==> src/rtl/fibo_gen_param_pkg.sv <==
// -----------------------------------------------------------------------------
// fibo_gen_param_pkg
// Purpose : shared FSM state encoding and default widths for the Fibonacci
//           stream generator (fibo_gen_param) and its datapath (fibo_step).
// Contents: FIBO_WIDTH_DEF / FIBO_CNT_W_DEF default widths, fibo_state_e.
// -----------------------------------------------------------------------------
package fibo_gen_param_pkg;

    localparam int unsigned FIBO_WIDTH_DEF = 8;
    localparam int unsigned FIBO_CNT_W_DEF = 8;

    typedef enum logic [1:0] {
        ST_IDLE = 2'd0,
        ST_RUN  = 2'd1,
        ST_DONE = 2'd2
    } fibo_state_e;

endpackage : fibo_gen_param_pkg

==> src/rtl/fibo_step.sv <==
// -----------------------------------------------------------------------------
// fibo_step
// Purpose : WIDTH+1-bit a/b register pair with adder. Bit WIDTH of each
//           register is a sticky overflow marker that propagates forward.
// Ports   : clk, reset   - clock, async active-high reset (a=b=0)
//           load         - capture seed_a/seed_b (priority over adv)
//           adv          - advance one term: a<=b, b<=a+b
//           seed_a/b     - seeds, WIDTH bits
//           a, b         - current/next term incl. sticky overflow bit
// -----------------------------------------------------------------------------
module fibo_step
    import fibo_gen_param_pkg::*;
#(
    parameter int unsigned WIDTH = FIBO_WIDTH_DEF
) (
    input  logic             clk,
    input  logic             reset,
    input  logic             load,
    input  logic             adv,
    input  logic [WIDTH-1:0] seed_a,
    input  logic [WIDTH-1:0] seed_b,
    output logic [WIDTH:0]   a,
    output logic [WIDTH:0]   b
);

    logic [WIDTH:0] a_q, a_d;
    logic [WIDTH:0] b_q, b_d;
    logic [WIDTH:0] sum_c;

    // Next-state: carry out of the low WIDTH bits ORed with both sticky bits
    always_comb begin
        sum_c = {1'b0, a_q[WIDTH-1:0]} + {1'b0, b_q[WIDTH-1:0]};
        a_d   = a_q;
        b_d   = b_q;
        if (load) begin
            a_d = {1'b0, seed_a};
            b_d = {1'b0, seed_b};
        end else if (adv) begin
            a_d = b_q;
            b_d = {sum_c[WIDTH] | a_q[WIDTH] | b_q[WIDTH], sum_c[WIDTH-1:0]};
        end
    end

    always_ff @(posedge clk or posedge reset) begin
        if (reset) begin
            a_q <= '0;
            b_q <= '0;
        end else begin
            a_q <= a_d;
            b_q <= b_d;
        end
    end

    assign a = a_q;
    assign b = b_q;

endmodule : fibo_step

==> src/rtl/fibo_gen_param.sv <==
// -----------------------------------------------------------------------------
// fibo_gen_param
// Purpose : bounded Fibonacci term generator on a valid/ready stream with
//           start/done control and clean termination on WIDTH-bit overflow.
// Config  : `define FIBO_SEED_LOAD_EN adds seed_a/seed_b ports captured on the
//           accepted start; otherwise seeds are fixed at 0/1.
// Ports   : clk, reset (async, active-high)
//           start, num_terms       - run request (IDLE only, num_terms != 0)
//           seed_a, seed_b         - optional seeds
//           out_ready              - consumer ready
//           fibo_series/fibo_valid - current term and its valid
//           term_idx               - 0-based index of current term
//           busy, done, overflow   - RUN flag, end pulse, sticky overflow
// -----------------------------------------------------------------------------
module fibo_gen_param
    import fibo_gen_param_pkg::*;
#(
    parameter int unsigned WIDTH = FIBO_WIDTH_DEF,
    parameter int unsigned CNT_W = FIBO_CNT_W_DEF
) (
    input  logic             clk,
    input  logic             reset,
    input  logic             start,
    input  logic [CNT_W-1:0] num_terms,
`ifdef FIBO_SEED_LOAD_EN
    input  logic [WIDTH-1:0] seed_a,
    input  logic [WIDTH-1:0] seed_b,
`endif
    input  logic             out_ready,
    output logic [WIDTH-1:0] fibo_series,
    output logic             fibo_valid,
    output logic [CNT_W-1:0] term_idx,
    output logic             busy,
    output logic             done,
    output logic             overflow
);

    fibo_state_e      state_q;
    logic [CNT_W-1:0] num_terms_q;
    logic [CNT_W-1:0] term_idx_q;
    logic             fibo_valid_q;
    logic             busy_q;
    logic             done_q;
    logic             overflow_q;

    logic [WIDTH-1:0] seed_a_c;
    logic [WIDTH-1:0] seed_b_c;
    logic [WIDTH:0]   a_c;
    logic [WIDTH:0]   b_c;
    logic             start_acc_c;
    logic             beat_c;
    logic             last_c;
    logic             unused_a_top_c;

`ifdef FIBO_SEED_LOAD_EN
    assign seed_a_c = seed_a;
    assign seed_b_c = seed_b;
`else
    assign seed_a_c = '0;
    assign seed_b_c = WIDTH'(1);
`endif

    assign start_acc_c    = (state_q == ST_IDLE) && start && (num_terms != '0);
    assign beat_c         = fibo_valid_q && out_ready;
    assign last_c         = (term_idx_q == (num_terms_q - CNT_W'(1)));
    // Overflow is decided from b before the advance, so a[WIDTH] is never read
    assign unused_a_top_c = a_c[WIDTH];

    fibo_step #(
        .WIDTH (WIDTH)
    ) u_step (
        .clk    (clk),
        .reset  (reset),
        .load   (start_acc_c),
        .adv    (beat_c),
        .seed_a (seed_a_c),
        .seed_b (seed_b_c),
        .a      (a_c),
        .b      (b_c)
    );

    // Control FSM; an accepted beat whose successor (b) carries the sticky
    // overflow bit ends the run before that term is ever presented
    always_ff @(posedge clk or posedge reset) begin
        if (reset) begin
            state_q      <= ST_IDLE;
            num_terms_q  <= '0;
            term_idx_q   <= '0;
            fibo_valid_q <= 1'b0;
            busy_q       <= 1'b0;
            done_q       <= 1'b0;
            overflow_q   <= 1'b0;
        end else begin
            case (state_q)
                ST_IDLE: begin
                    if (start_acc_c) begin
                        state_q      <= ST_RUN;
                        num_terms_q  <= num_terms;
                        term_idx_q   <= '0;
                        overflow_q   <= 1'b0;
                        fibo_valid_q <= 1'b1;
                        busy_q       <= 1'b1;
                    end
                end
                ST_RUN: begin
                    if (beat_c) begin
                        if (last_c || b_c[WIDTH]) begin
                            state_q      <= ST_DONE;
                            fibo_valid_q <= 1'b0;
                            busy_q       <= 1'b0;
                            done_q       <= 1'b1;
                            overflow_q   <= ~last_c;
                        end else begin
                            term_idx_q <= term_idx_q + CNT_W'(1);
                        end
                    end
                end
                ST_DONE: begin
                    state_q <= ST_IDLE;
                    done_q  <= 1'b0;
                end
                default: begin
                    state_q      <= ST_IDLE;
                    fibo_valid_q <= 1'b0;
                    busy_q       <= 1'b0;
                    done_q       <= 1'b0;
                end
            endcase
        end
    end

    assign fibo_series = a_c[WIDTH-1:0];
    assign fibo_valid  = fibo_valid_q;
    assign term_idx    = term_idx_q;
    assign busy        = busy_q;
    assign done        = done_q;
    assign overflow    = overflow_q;

endmodule : fibo_gen_param

==> config.mk <==
export PLATFORM = sky130hd
export DESIGN_NAME = fibo_gen_param
export DESIGN_NICKNAME = d
export VERILOG_FILES = /design/src/rtl/fibo_gen_param_pkg.sv /design/src/rtl/fibo_step.sv /design/src/rtl/fibo_gen_param.sv
export SDC_FILE = /design/constraint.sdc
export NUM_CORES = 1
export LEC_CHECK = 0
export CAP_MARGIN = 25
export CORE_UTILIZATION = 45
export DETAILED_ROUTE_END_ITERATION = 16
export PLACE_DENSITY = 0.71
export SKIP_CTS_REPAIR_TIMING = 1
export SLEW_MARGIN = 30
export SYNTH_ARGS = -nofsm -noshare
export SYNTH_HDL_FRONTEND = slang
export SYNTH_HIERARCHICAL = 1
export SYNTH_SLANG_ARGS = --single-unit
==> constraint.sdc <==
create_clock -name clk -period 2.3 [get_ports clk]
set_input_delay 0.23 -clock clk [delete_from_list [all_inputs] [get_ports clk]]
set_output_delay 0.23 -clock clk [all_outputs]
set_load 0.005 [all_outputs]
==> summary.txt, run 1 <==
outcome: finished with violations
violated checks: negative setup slack
fmax: 0.434 GHz
Layout Nets: 356
P_int: 0.00244 W
initial drt markers: 126
Tot GR Track Use: 0.209
die height: 77.1 um
final hold violations: 0
Layout Utilization: 0.613
Initial Util: 0.481
area of the die: 5940 um^2
Crit-path slowest cell: dfrtp_2
Synth async-reset ratio: 1.00
gp weighted congestion: 0.829
met3 WL: 210 um
row count: 26
Reg clk slew, reported paths: 0.07 ns
worst vdd ir: 663 uV
final antenna-violating net count: 0
Sequential Power Share: 0.308
Die W: 77.1 um
Fillers: 464
vias in the first global route: 2091
commonest non-fill, non-tap cells in the layout: 50 x nand2_1, 38 x dfrtp_1, 31 x clkdlybuf4s50_1
wire length on met1: 2.79 mm
core area: 5270 um^2
Worst Max-Slew Pin Slew: 0.720 ns
Tmin final: 2.30 ns
r2r setup slk: -0.003 ns
Clock Power Share: 0.107
Reg-to-Reg End: term_idx[3]
Layout Cells excl Fill: 404
Max Slew Vio Count: 0
Residual DRC: 0
via density per instance: 5.39
most frequent cell on the critical path: buf_4
fin crit share: 1.00
leak pwr: 1.43 nW
Seq cells post-synth: 39
syn_area_per_cell: 9.22 um^2
Root Buffer: clkbuf_8
worst hold path type: input port to asynchronous set/reset pin
RSZ-0062 raised after global routing: true
DR top layer: met4
largest fanout on the critical path: 5
Largest delay share family, worst path: compound AO/OA/AOI/OAI gates
CP Capture Type: flip-flop
WL/cell: 14.3 um
Detailed Route WL: 5.79 mm
port bufs: 31
TritonCTS clock tree: yes
Power Dens Cells: 1310 nW/um^2
Combinational Power Share: 0.585
Startpoint Class: flip-flop
DRT Pass-1 Iters: 4
critical path, cell by cell: nor4_4, a211oi_1, a221oi_2, buf_4, a211oi_4, buf_4, a2111oi_2, mux2i_1
CP bufs+invs: 2
FF-to-FF path depth: 8
TritonCTS buffer count: 5
Antenna Diode Count: 0
critical path data arrival time: 2.52 ns
Top FF cell, synth: dfrtp_1
Clock Skew: 0.00632 ns
first-pass GRT wire length: 9.83 mm
Netlist cell types: 49
H-tree Lvls: 2
I/O pin count: 32
Crit Path Category: flip-flop to flip-flop
share of layout cells above drive strength 1: 0.123
Area Growth Syn to Fin: 27.5%
dpl cells: 393
Ys Warns: 6
metal2 WL: 2.71 mm
Post-Syn Instances: 275
reg-to-reg startpoint: num_terms_q[5]
largest net degree at the start of global routing: 29
register area share after synthesis: 0.385
CP max stage delay: 0.45 ns
Syn Std Cell Area: 2540 um^2
antenna violations before repair: 0
Final setup viols: 1
WP data required: 2.52 ns
Clk Latency, worst-skew pair: 0.29 ns
Sink Count: 39
most common cell after layout, fill and taps aside: nand2_1
Switch Pwr: 0.00178 W
MaxCap Viol Count: 0
Tot Pwr: 0.00422 W
detailed placement HPWL: 4.09 mm
Max Buffers Root-to-Sink: 2
Congestion Overflow GR: 0
post-route setup slack: -0.00278 ns
Post-synth EDFFs: 0
switch share: 0.423
Via Count: 2178
Slew Limit Headroom: 0.519
==> cell usage after synthesis, types with 5 or more instances <==
cell / n / share of area
nor2_1: 7 / 0.010
xnor2_1: 6 / 0.021
clkbuf_1: 6 / 0.0089
mux2i_1: 20 / 0.079
ha_1: 10 / 0.049
xor2_1: 5 / 0.017
o21ai_1: 5 / 0.0099
a21o_1: 6 / 0.018
dfrtp_1: 39 / 0.38
a21oi_1: 8 / 0.016
o21ai_0: 21 / 0.041
nand2b_1: 7 / 0.017
inv_1: 10 / 0.015
nand2_1: 50 / 0.074
nor3_1: 5 / 0.0099
==> worst max-delay path by stage <==
| stage | start | endpoint | slack (ns) | cells after the start |
|---|---|---|---|---|
| 2_1_floorplan | state_q[1] | u_step/b[4] | 0.03 | 7 |
| 3_3_place_gp | num_terms_q[0] | term_idx[6] | 0.08 | 8 |
| 3_5_place_dp | num_terms_q[0] | term_idx[4] | -0.04 | 9 |
| 4_1_cts | num_terms_q[0] | term_idx[4] | -0.07 | 9 |
| 5_1_grt | num_terms_q[5] | term_idx[6] | -0.08 | 8 |
| 6_report | num_terms_q[5] | term_idx[3] | -0.003 | 8 |
==> flip-flops by register name, summed over array words and instances, names as in the netlist <==
name         cells
busy             1
done             1
num_terms_q      8
overflow         1
state_q          2
term_idx         8
u_step/a         9
u_step/b         9
==> metrics by stage <==
step                      worst slack, ns  hold WS [ns]  TNS [ns]  area [um^2]
after floorplan                    0.0271         0.169         0         2590
after global placement             0.0783         0.507         0         3070
after detailed placement          -0.0397         0.528   -0.0502         3070
after CTS                         -0.0685         0.306    -0.118         3150
after global routing              -0.0816         0.366    -0.297         3230
final                            -0.00278         0.294  -0.00278         3230
==> kinds of logic (layout without fill, tap and decap cells) <==
kind of cell,Yosys count,after routing,share of synthesized area
buffers and inverters,21,66,0.0340
AOI/OAI and AO/OA,68,68,0.191
DFF,39,39,0.385
other,2,16,0.00296
muxes,21,21,0.0834
and+or+nand+nor,102,102,0.209
adders and majority gates,11,11,0.0572
xor gates and xnor gates,11,11,0.0380
==> worst min-delay path, delay by kind of cell <==
| kind | cells | cell delay [ns] |
|---|---|---|
| buffers and inverters | 3 | 0.74 |
==> power by group through the flow <==
| stage | Combinational (W) | Sequential (W) | Clock [W] |
|---|---|---|---|
| finish | 0.00247 | 0.00130 | 0.000453 |
| global route | 0.00276 | 0.00135 | 0.000495 |
| CTS | 0.00233 | 0.00130 | 0.000468 |
| detailed placement | 0.00231 | 0.00131 | 0 |
| global placement | 0.00227 | 0.00129 | 0 |
| floorplan | 0.00161 | 0.00125 | 0 |
==> layer usage <==
| layer | vias up | track usage |
|---|---|---|
| met3 | 8 | 0.0333 |
| li1 | 1084 | - |
| met5 | - | 0 |
| met4 | 0 | 0.0906 |
| met2 | 47 | 0.315 |
| met1 | 1039 | 0.297 |
==> area by class of cell <==
class,count,area [um^2],share of cell area
sequential,39,977,0.302
multi-input combinational,229,1590,0.491
clock inverter,1,5.00,0.00155
tap,70,87.6,0.0271
timing repair buffer,48,463,0.143
inverter,10,37.5,0.0116
clock buffer,7,76.3,0.0236
Power figures use the tool's default switching activity.
==> run 2: changes to the inputs <==
--- a/config.mk
+++ b/config.mk
@@ -10,7 +10,6 @@
 export DETAILED_ROUTE_END_ITERATION = 16
 export PLACE_DENSITY = 0.71
 export SKIP_CTS_REPAIR_TIMING = 1
-export SLEW_MARGIN = 30
 export SYNTH_ARGS = -nofsm -noshare
 export SYNTH_HDL_FRONTEND = slang
 export SYNTH_HIERARCHICAL = 1
==> results of run 2 <==
Final layout, timing and power as in run 1 (identical DEF).
